`config.mk`:
```
export PLATFORM = sky130hd
export DESIGN_NAME = cmn_clk_gate_ctrl
export DESIGN_NICKNAME = d
export VERILOG_FILES = /design/src/rtl/cmn_clk_pkg.sv /design/src/rtl/cmn_clk_dn_cnt.sv /design/src/rtl/cmn_clk_gate_ctrl.sv
export SDC_FILE = /design/constraint.sdc
export NUM_CORES = 1
export LEC_CHECK = 0
export CORE_UTILIZATION = 31
export DETAILED_ROUTE_END_ITERATION = 7
export MAX_ROUTING_LAYER = met4
export PLACE_DENSITY_LB_ADDON = 0.2
export REMOVE_ABC_BUFFERS = 1
export SLEW_MARGIN = 20
export SYNTH_ARGS = -nofsm -noshare
export SYNTH_HDL_FRONTEND = slang
export SYNTH_SLANG_ARGS = --single-unit
```
`constraint.sdc`:
```
create_clock -name clk -period 2.2 [get_ports clk]
set_input_delay 0.22 -clock clk [delete_from_list [all_inputs] [get_ports clk]]
set_output_delay 0.22 -clock clk [all_outputs]
set_load 0.01 [all_outputs]
```
`src/rtl/cmn_clk_pkg.sv`:
```
// Shared types and helpers for the cmn clock-gating controller.
//   cmn_clk_state_e : controller FSM state encoding (also exported on state_o)
//   cnt_width()     : width of the shared idle/wake down-counter
package cmn_clk_pkg;

  typedef enum logic [1:0] {
    CLK_GATED = 2'd0,
    CLK_WAKE  = 2'd1,
    CLK_RUN   = 2'd2,
    CLK_IDLE  = 2'd3
  } cmn_clk_state_e;

  // Bits needed to hold max(idle, wake); never less than one bit.
  function automatic int unsigned cnt_width(input int unsigned idle_c,
                                            input int unsigned wake_c);
    int unsigned m;
    m = (idle_c > wake_c) ? idle_c : wake_c;
    return (m == 0) ? 1 : $clog2(m + 1);
  endfunction

endpackage

```
`src/rtl/cmn_clk_dn_cnt.sv`:
```
// Loadable down-counter that saturates at zero.
//   clk, rst    : clock, synchronous active-high reset (clears to 0)
//   load_i      : load load_val_i (takes priority over dec_i)
//   load_val_i  : value to load
//   dec_i       : decrement by one unless already zero
//   zero_o      : count is zero
module cmn_clk_dn_cnt #(
  parameter int unsigned W = 1
) (
  input  logic         clk,
  input  logic         rst,
  input  logic         load_i,
  input  logic [W-1:0] load_val_i,
  input  logic         dec_i,
  output logic         zero_o
);

  logic [W-1:0] cnt_q;
  logic [W-1:0] cnt_d;

  // Next count: load wins, decrement stops at zero.
  always_comb begin
    cnt_d = cnt_q;
    if (load_i) begin
      cnt_d = load_val_i;
    end else if (dec_i && (cnt_q != '0)) begin
      cnt_d = cnt_q - W'(1);
    end
  end

  always_ff @(posedge clk) begin
    if (rst) begin
      cnt_q <= '0;
    end else begin
      cnt_q <= cnt_d;
    end
  end

  assign zero_o = (cnt_q == '0);

endmodule

```
`src/rtl/cmn_clk_gate_ctrl.sv`:
```
// Clock-gating controller for one shared gated clock domain. Arbitrates
// NUM_REQ requesters, applies idle hysteresis before gating and a fixed
// wake latency before acknowledging.
//   clk, rst  : free-running source clock, synchronous active-high reset
//   req       : per-requester "need clock" level
//   force_on  : keep the clock running; wakes the domain if gated
//   clk_en    : registered enable to the external clock-gate cell
//   ack       : registered per-requester "clock running and stable"
//   gated     : registered, high while in CLK_GATED
//   state_o   : current FSM state
module cmn_clk_gate_ctrl
  import cmn_clk_pkg::*;
#(
  parameter int unsigned NUM_REQ     = 4,
  parameter int unsigned IDLE_CYCLES = 8,
  parameter int unsigned WAKE_CYCLES = 4
) (
  input  logic               clk,
  input  logic               rst,
  input  logic [NUM_REQ-1:0] req,
  input  logic               force_on,
  output logic               clk_en,
  output logic [NUM_REQ-1:0] ack,
  output logic               gated,
  output logic [1:0]         state_o
);

  localparam int unsigned CW = cnt_width(IDLE_CYCLES, WAKE_CYCLES);
  localparam logic [CW-1:0] IDLE_LD = CW'(IDLE_CYCLES);
  localparam logic [CW-1:0] WAKE_LD = CW'(WAKE_CYCLES);

  cmn_clk_state_e     state_q;
  logic               clk_en_q;
  logic [NUM_REQ-1:0] ack_q;
  logic               gated_q;

  logic               any_req;
  logic               cnt_load;
  logic [CW-1:0]      cnt_val;
  logic               cnt_dec;
  logic               cnt_zero;

  assign any_req = (|req) | force_on;

  // Counter control: one counter serves both the idle and the wake phase.
  always_comb begin
    cnt_load = 1'b0;
    cnt_val  = '0;
    cnt_dec  = 1'b0;
    case (state_q)
      CLK_RUN: begin
        if (!any_req) begin
          cnt_load = 1'b1;
          cnt_val  = IDLE_LD;
        end
      end
      CLK_IDLE: begin
        if (any_req) begin
          cnt_load = 1'b1;
          cnt_val  = '0;
        end else begin
          cnt_dec = 1'b1;
        end
      end
      CLK_GATED: begin
        if (any_req) begin
          cnt_load = 1'b1;
          cnt_val  = WAKE_LD;
        end
      end
      CLK_WAKE: cnt_dec = 1'b1;
      default: ;
    endcase
  end

  cmn_clk_dn_cnt #(.W(CW)) u_cnt (
    .clk        (clk),
    .rst        (rst),
    .load_i     (cnt_load),
    .load_val_i (cnt_val),
    .dec_i      (cnt_dec),
    .zero_o     (cnt_zero)
  );

  // Controller FSM; clk_en/ack/gated are all registered, so there is no
  // combinational path from req to the clock-gate enable.
  always_ff @(posedge clk) begin
    if (rst) begin
      state_q  <= CLK_RUN;
      clk_en_q <= 1'b1;
      ack_q    <= '0;
      gated_q  <= 1'b0;
    end else begin
      case (state_q)
        CLK_RUN: begin
          clk_en_q <= 1'b1;
          if (!any_req) begin
            state_q <= CLK_IDLE;
            ack_q   <= '0;
          end else begin
            ack_q <= req;
          end
        end
        CLK_IDLE: begin
          // A request on the counter-zero edge wins over gating.
          if (any_req) begin
            state_q <= CLK_RUN;
          end else if (cnt_zero) begin
            state_q  <= CLK_GATED;
            clk_en_q <= 1'b0;
            gated_q  <= 1'b1;
          end
        end
        CLK_GATED: begin
          if (any_req) begin
            state_q  <= CLK_WAKE;
            clk_en_q <= 1'b1;
            gated_q  <= 1'b0;
          end
        end
        CLK_WAKE: begin
          // Never aborted, so the enable cannot glitch.
          if (cnt_zero) begin
            state_q <= CLK_RUN;
          end
        end
        default: begin
          state_q  <= CLK_RUN;
          clk_en_q <= 1'b1;
          ack_q    <= '0;
          gated_q  <= 1'b0;
        end
      endcase
    end
  end

  assign clk_en  = clk_en_q;
  assign ack     = ack_q;
  assign gated   = gated_q;
  assign state_o = state_q;

endmodule

```
Yosys cells after proc, flatten, opt, wreduce, memory -nomap -nowiden. Cells that the tools add are included.

Register bits: 12. Latch bits: 0. Memory bits (writable): 0. Bits in read-only memories: 0. Word-level logic and storage cells: 52. Memories kept: 0.

Add/sub/neg operators: 1. $mul: 0. Divide/modulo/power cells: 0. Magnitude comparators: 0. Equal/unequal tests: 9. Shifts and indexed selects: 0. Muxes and demuxes: 24. Bitwise logic cells: 1. Reductions and logical operators: 12.

Operators with widths (number): $mux W4 (4); $reduce_and A4 Y1 (3); $mux W2 (5); $ne A2 B2 Y1 const B (5); $mux W1 (8); $pmux W2 S4 (1); $pmux W4 S2 (1); $pmux W1 S2 (3); $eq A2 B2 Y1 const B (2); $logic_not A4 Y1 (1); $reduce_bool A2 Y1 (2); $reduce_bool A4 Y1 (1); $reduce_or A4 Y1 (1); $sub A4 B1 Y4 const B (1); $mux W3 (1); $ne A3 B3 Y1 const B (1); $pmux W1 S3 (1); $reduce_bool A3 Y1 (1); $eq A2 B1 Y1 const B (1); $logic_not A2 Y1 (1); $reduce_or A2 Y1 (1); $logic_and A1 B1 Y1 (1); $or A1 B1 Y1 (1).

Longest topological paths before layout.
Depth in word-level cells: 7. Gate-level depth with buffers: 7. Mapped depth without buffers: 6.

Hierarchy. From an unflattened synthesis, not the netlist that was laid out.

Cells, all modules: 87. Area total of the unflattened synthesis: 774.5 um^2.

Modules (own cells, without submodules): cmn_clk_gate_ctrl (instances 1, cells an instance 58, area an instance 511.7 um^2, sequential area each 160.2 um^2); cmn_clk_dn_cnt (instances 1, cells an instance 29, area an instance 262.8 um^2, sequential area each 80.1 um^2).

Worst setup path before layout. Ideal clock, no wire load.

Kind: register -> register. From: reg u_cnt.cnt_q[0]. To: reg clk_en_q, in the netlist clk_en. Library setup time: 0.115 ns. Arrival time: 1.576 ns. Data required time: 2.085 ns. Setup slack: 0.509 ns. Cell stages (with the launch flop): 8. Path buffers: 1. Period minus slack after synthesis: 1.691 ns. Cells stage by stage: dfxtp_1 -> inv_1 -> ha_1 -> or3b_1 -> clkbuf_1 -> o41ai_1 -> o2bb2ai_1 -> nand2_1.

Longest elaborated chain between the ends: 3.

RTL lines: from (decl) (line cmn_clk_dn_cnt.sv:18) `logic [W-1:0] cnt_q;`; from (signal assigned) (line cmn_clk_dn_cnt.sv:35) `cnt_q <= cnt_d;`; $logic_not A4 Y1 (line cmn_clk_dn_cnt.sv:39) `assign zero_o = (cnt_q == '0);`; $ne A2 B2 Y1 (no line); $reduce_and A4 Y1 (no line); to (signal assigned) (line cmn_clk_gate_ctrl.sv:90) `clk_en_q <= 1'b1;`; to (signal assigned) (line cmn_clk_gate_ctrl.sv:96) `clk_en_q <= 1'b1;`; to (signal assigned) (line cmn_clk_gate_ctrl.sv:110) `clk_en_q <= 1'b0;`; to (decl) (line cmn_clk_gate_ctrl.sv:33) `logic clk_en_q;`.

No other way between the ends. A chain may end at the register's enable or synchronous reset.

Final worst setup path.
From: reg u_cnt.cnt_q[0]. To: reg state_q[0], in the netlist state_o[0].

Longest elaborated chain between the ends: 3. Elaborated cells between the ends (all ways): 4.

RTL lines: $logic_not A4 Y1 * (line cmn_clk_dn_cnt.sv:39); $ne A3 B3 Y1 (no line) / $ne A2 B2 Y1 (equally long branches); $reduce_and A4 Y1 (no line) *; to (signal assigned) (line cmn_clk_gate_ctrl.sv:89) `state_q <= CLK_RUN;`; to (signal assigned) (line cmn_clk_gate_ctrl.sv:98) `state_q <= CLK_IDLE;`; to (signal assigned) (line cmn_clk_gate_ctrl.sv:107) `state_q <= CLK_RUN;`; to (decl) (line cmn_clk_gate_ctrl.sv:32) `cmn_clk_state_e state_q;`.

Every way passes the cells marked *; elsewhere a longest branch is shown, timed or not.

==> impl_metrics.env <==
export IMPL_synth_main_ff_cell="dfxtp_1"
export IMPL_synth_seq_cells=12
export IMPL_slowest_stage="or3b_1"
export IMPL_grtUsageMet3_pct=1.72
export IMPL_yosys_area_top_type="dfxtp_1"
export IMPL_status="complete, no violations"
export IMPL_worst_pin_slew_ns=0.667
export IMPL_fillerInstances=246
export IMPL_grt_overflow_total=0
export IMPL_worstPathRequired_ns=2.41
export IMPL_reg2reg_setup_slack_ns=0.36
export IMPL_ant_nets=0
export IMPL_power_density_mw_per_mm2=753
export IMPL_r2r_start="u_cnt.cnt_q[0]"
export IMPL_clkTransAtPathRegs_ns=0.08
export IMPL_hp_start="gated"
export IMPL_post_cts_setup_buffers=0
export IMPL_synth_area_um2=821
export IMPL_route_detailed_drc=0
export IMPL_cts_repair_resized=0
export IMPL_fin_nets=123
export IMPL_drive_above_1_share_pct=14.7
export IMPL_cts_buffer_depth=2
export IMPL_min_to="gated"
export IMPL_dieArea_mm2=0.00286
export IMPL_layout_min_cycle_time_ns=1.84
export IMPL_setup_viol=0
export IMPL_area_growth_syn_to_layout_pct=25.9
export IMPL_num_antenna_cells=0
export IMPL_row_count=18
export IMPL_grt_busiest_layer="met2"
export IMPL_power_leakage_uw=0.000407
export IMPL_crit_buf_inv=1
export IMPL_vdd_ir_drop_worst_mv=0.388
export IMPL_synthTopCellsByCount="dfxtp_1, nor2_1, a21oi_1, inv_1"
export IMPL_critPathCaptureType="register"
export IMPL_crit_family="compound AO/OA/AOI/OAI gates"
export IMPL_avgSynthCellArea_um2=8.83
export IMPL_place_hpwl_um=1490
export IMPL_antenna_found_initial=0
export IMPL_hold_depth=2
export IMPL_start_util_pct=32.8
export IMPL_totalWireLength_um=2020
export IMPL_netlist_cell_type_count=42
export IMPL_clkSinkCount=12
export IMPL_die_w_um=53.5
export IMPL_maxCapViolations=0
export IMPL_vias=794
export IMPL_synth_edff_count=0
export IMPL_use_met1_pct=19.4
export IMPL_worst_path_most_repeated_cell="a221o_1"
export IMPL_netlist_area_leader_share_pct=29.3
export IMPL_synthArstFlopShare_pct=0
export IMPL_period_share_pct=83.5
export IMPL_core_area_mm2=0.00250
export IMPL_met2_usage_pct=28.3
export IMPL_cp_start_kind="register"
export IMPL_routabilityCongestion=0.808
export IMPL_grt_max_degree=15
export IMPL_cp_max_fo=5
export IMPL_finalSetupTns_ns=0
export IMPL_crit_arrival_ns=2.05
export IMPL_synthMostInstantiatedCell="dfxtp_1"
export IMPL_cts_tree="yes"
export IMPL_grt_first_pass_wirelength_um=3280
export IMPL_max_freq_mhz=544
export IMPL_cpPeakStageDelay_ns=0.46
export IMPL_cts_hold_buf=0
export IMPL_ys_seq_area_share_pct=29.3
export IMPL_hold_viol=0
export IMPL_clk_insertion_delay_late_ns=0.27
export IMPL_worstReg2RegEnd="state_o[0]"
export IMPL_fin_worst_skew_ns=0.00524
export IMPL_track_usage_pct=16.8
export IMPL_port_buffer_count=14
export IMPL_reg2regPathDepth=6
export IMPL_hold_path_class="reg2reg"
export IMPL_grt_pass1_vias=741
export IMPL_die_h_um=53.5
export IMPL_syn_inst=93
export IMPL_ys_warn_count=0
export IMPL_cts_root_buf="clkbuf_4"
export IMPL_rsz0062_at_grt="false"
export IMPL_final_util_pct=41.3
export IMPL_drt_wirelength_per_cell_um=14.5
export IMPL_routed_via_density=5.71
export IMPL_ios=15
export IMPL_firstDrtPassIters=4
export IMPL_path_class="reg2reg"
export IMPL_path_cells="inv_1, ha_1, or3b_1, a221o_1, a221o_1, o21ai_1"
export IMPL_synthTopCellsByArea="dfxtp_1, ha_1, mux2i_1, nor2_1, a21oi_1"
export IMPL_h_tree_depth=1
export IMPL_drt_iter0_markers=33
export IMPL_slew_headroom_pct=55.6
export IMPL_cts_buffers=3
export IMPL_final_max_slew_violation_count=0
[registers in the layout, indices dropped and copies added, names as in the netlist]
name / count
ack: 4
gated: 1
state_o: 2
clk_en: 1
u_cnt.cnt_q: 4
[how the worst max path moves through the flow]
| stage | end | slack [ns] | cells after the start | from |
|---|---|---|---|---|
| after detailed placement | u_cnt.cnt_q[2] | 0.13 | 5 | req[2] |
| after floorplan | state_o[0] | 0.42 | 6 | u_cnt.cnt_q[0] |
| after global routing | state_o[0] | 0.28 | 6 | u_cnt.cnt_q[1] |
| final | state_o[0] | 0.36 | 6 | u_cnt.cnt_q[0] |
| after CTS | state_o[0] | 0.36 | 6 | u_cnt.cnt_q[0] |
| after global placement | clk_en | 0.17 | 5 | req[1] |
[through the flow]
| step | setup WS (ns) | instance area (um2) | power, uW | instances | hold slack [ns] |
|---|---|---|---|---|---|
| floorplan | 0.416 | 796 | 516 | 87 | 0.285 |
| finish | 0.362 | 1030 | 778 | 139 | 0.474 |
| detailed placement | 0.132 | 1010 | 642 | 136 | 0.466 |
| global placement | 0.173 | 1010 | 636 | 136 | 0.455 |
| CTS | 0.361 | 1030 | 778 | 139 | 0.476 |
| global route | 0.284 | 1030 | 824 | 139 | 0.519 |
[cell usage in the layout (no fill, tap or decap), types with 5 or more instances in the layout]
cell             count
buf_4                5
nor2_1               9
a21oi_1              6
clkdlybuf4s50_1     14
inv_1                6
dfxtp_1             12
ha_1                 5
mux2i_1              5
[layer usage]
metal | up-vias | part of all wire (%) | routed length (um)
li1 | 391 | - | -
met1 | 376 | 46 | 929
met2 | 22 | 48 | 975
met3 | 5 | 3.4 | 69
met4 | 0 | 2.1 | 43
met5 | - | 0 | 0
[power breakdown]
group	total, uW	internal [uW]	switching (uW)
Combinational	376	170	206
Sequential	265	242	22.8
Clock	137	63.4	73.7
Total	778	475	303
[cell type report]
class	count	area [um2]	share of cell area [%]
timing repair buffer	19	178	17.2
sequential	12	240	23.2
inverter	7	26.3	2.54
multi-input combinational	68	529	51.2
tap	30	37.5	3.63
clock buffer	3	22.5	2.18
[kinds of logic (layout without fill, tap and decap cells)]
group	count (synthesis)	after routing	share of synthesized area, %
AO/OA/AOI/OAI	33	33	30.3
AND/OR/NAND/NOR	24	24	19.4
buffers and inverters	13	29	6.25
flip-flops	12	12	29.3
adder cells (fa/ha/maj)	5	5	7.62
multiplexers	5	5	6.10
XOR/XNOR	1	1	1.07
[tightest hold or removal path: stages (launching register included)]
cell and delay (ns):
dfxtp_1 0.32, nand2_1 0.05, a21oi_1 0.05
Note: power is estimated with default switching activity, not from simulation.
==> patch: new RTL, same flow settings <==
Set the parameter `IDLE_CYCLES` to 12 (it was 8).
--- a/src/rtl/cmn_clk_gate_ctrl.sv
+++ b/src/rtl/cmn_clk_gate_ctrl.sv
@@ -12,7 +12,7 @@
   import cmn_clk_pkg::*;
 #(
   parameter int unsigned NUM_REQ     = 4,
-  parameter int unsigned IDLE_CYCLES = 8,
+  parameter int unsigned IDLE_CYCLES = 12,
   parameter int unsigned WAKE_CYCLES = 4
 ) (
   input  logic               clk,
Behaviour: no difference found for any inputs over 10 cycles, from zero or initial values and one cycle with rst high; that may be too few to reach the edited logic, so the function may still have changed.
==> patch against the unedited design <==
Critical path type unchanged. Sequential cell count stayed put. Worst setup slack better by 0.098 ns. Worst hold slack better by 0.0016 ns. Final cell count is 7.2% lower. Wire length is 16% lower. Cell area is 8.1% lower. Core utilization is 1.6 points higher. Synthesized area is 11% lower. Sequential share of layout area is 2.1 points higher. Highest routed layer unchanged. Critical path depth stayed put.
Power is not compared: it rests on default switching activity, and its combinational part moved more than twofold at a synthesized area within 25%.
==> patch: results <==
synthesis:
  synth.yosys.seq_area_share_pct: 32.7
  ys_top_cells_by_area: "dfxtp_1 (33%), ha_1 (8.5%), mux2i_1 (6.8%)"
  synthArstFlopShare_pct: 0
  synth.distinct_cells: 35
  synth_common_cells: "dfxtp_1 (12), a21oi_1 (7), inv_1 (7), nor2_1 (7)"
  ys.flop_type: "dfxtp_1"
  yosys_warnings: 0
clock_tree:
  cts_buffer_depth: 2
  cts-root-buf: "clkbuf_4"
  cts_buffers: 3
  htreeDepth: 1
  clk_pin_slew_ns: 0.09
  cts-resized-gates: 0
  post_cts_buffers: 0
  clk_latency_ns: 0.29
place:
  routabilityCongestion: 0.801
  place_ws_ns: 0.242
  place.port_buffers: 14
  dpl.hpwl_microns: 1260
routing:
  viasPerCell: 5.38
  drtIter0Drc: 13
  firstDrtPassIters: 4
  wl_microns: 1700
critical_path:
  crit_family: "simple AND/OR/NAND/NOR gates"
  critPathSlowestCell: "or3b_1"
  critPathArrivalTime_ns: 1.93
  worstSetupStartpoint: "u_cnt.cnt_q[0]"
  cp_max_fo: 7
  end_kind: "flop"
  cpPeakStageDelay_ns: 0.50
  r2r_slack_ns: 0.46
  reg2reg_to: "clk_en"
  r2r-start: "u_cnt.cnt_q[0]"
power:
  p_leak_nw: 0.390
  ir_drop_v: 0.000379
grt:
  antenna_found_initial: 0
  grt_max_degree: 12
  grt_usage_pct: 15.5
  grt_pass1_wl_microns: 2790
  grt_pass1_vias: 658
worst_hold_path:
  holdCritPathClass: "flop to flop"
  hold_end: "gated"
  min_from: "gated"
cells_and_area:
  diodes: 0
  nNetsFinal: 114
  layout-drive-gt1-share_pct: 13.9
run_status:
  status: "finished, final reports clean"
job:
  maxCapViolCount: 0
sta:
  maxSlewHeadroom_pct: 66.7
  fin_skew_ns: 0.00402
  hold_ws_ns: 0.475
  clock.fmax_mhz: 575
==> patch: kinds of logic (layout without fill, tap and decap cells) <==
family,after synthesis,in the layout,synth area share [%]
AO/OA/AOI/OAI,27,27,25.9
adder cells (fa/ha/maj),5,5,8.52
buffers and inverters,10,27,5.11
multiplexers,5,5,6.81
AND/OR/NAND/NOR,24,24,19.8
flip-flops,12,12,32.7
XOR/XNOR,1,1,1.19
==> patch: worst max-delay path by stage <==
| stage | end | slack, ns | depth (start not counted) |
|---|---|---|---|
| CTS | clk_en | 0.48 | 6 |
| global placement | clk_en | 0.27 | 5 |
| floorplan | u_cnt.cnt_q[1] | 0.67 | 5 |
| detailed placement | clk_en | 0.24 | 5 |
| global route | clk_en | 0.37 | 6 |
| finish | clk_en | 0.46 | 6 |
==> patch: worst register-to-register path, stage by stage, from the launching register on <==
cell and delay (ns):
dfxtp_1 0.34, inv_1 0.09, ha_1 0.20, or3b_1 0.50
nor4_2 0.23, o21ai_1 0.10, a21o_1 0.19
==> patch: through the flow <==
step,power (mW),cells,instance area (sq um)
after floorplan,0.264,81,723
after global placement,0.301,125,913
after detailed placement,0.301,125,913
after CTS,0.490,129,950
after global routing,0.506,129,950
final,0.486,129,950
==> patch: metal layers <==
layer | vias up | global-route usage [%] | routed length, microns
li1 | 346 | - | -
met1 | 321 | 17.9 | 794
met2 | 22 | 23.8 | 782
met3 | 5 | 2.73 | 71
met4 | 0 | 11.6 | 46
met5 | - | - | 0
==> patch: final cells by class <==
| cell class | instances | area (sq um) |
|---|---|---|
| sequential | 12 | 240 |
| tap | 28 | 35.0 |
| multi-input combinational | 62 | 457 |
| inverter | 7 | 26.3 |
| fill | 233 | 1260 |
| timing repair buffer | 16 | 155 |
| clock buffer | 4 | 36.3 |
==> patch: power groups by stage <==
stage	Clock, mW	Combinational [mW]	Sequential, mW
2_1_floorplan	0	0.0284	0.236
3_3_place_gp	0	0.0669	0.234
3_5_place_dp	0	0.0674	0.234
4_1_cts	0.193	0.0679	0.229
5_1_grt	0.203	0.0734	0.230
6_report	0.190	0.0674	0.229
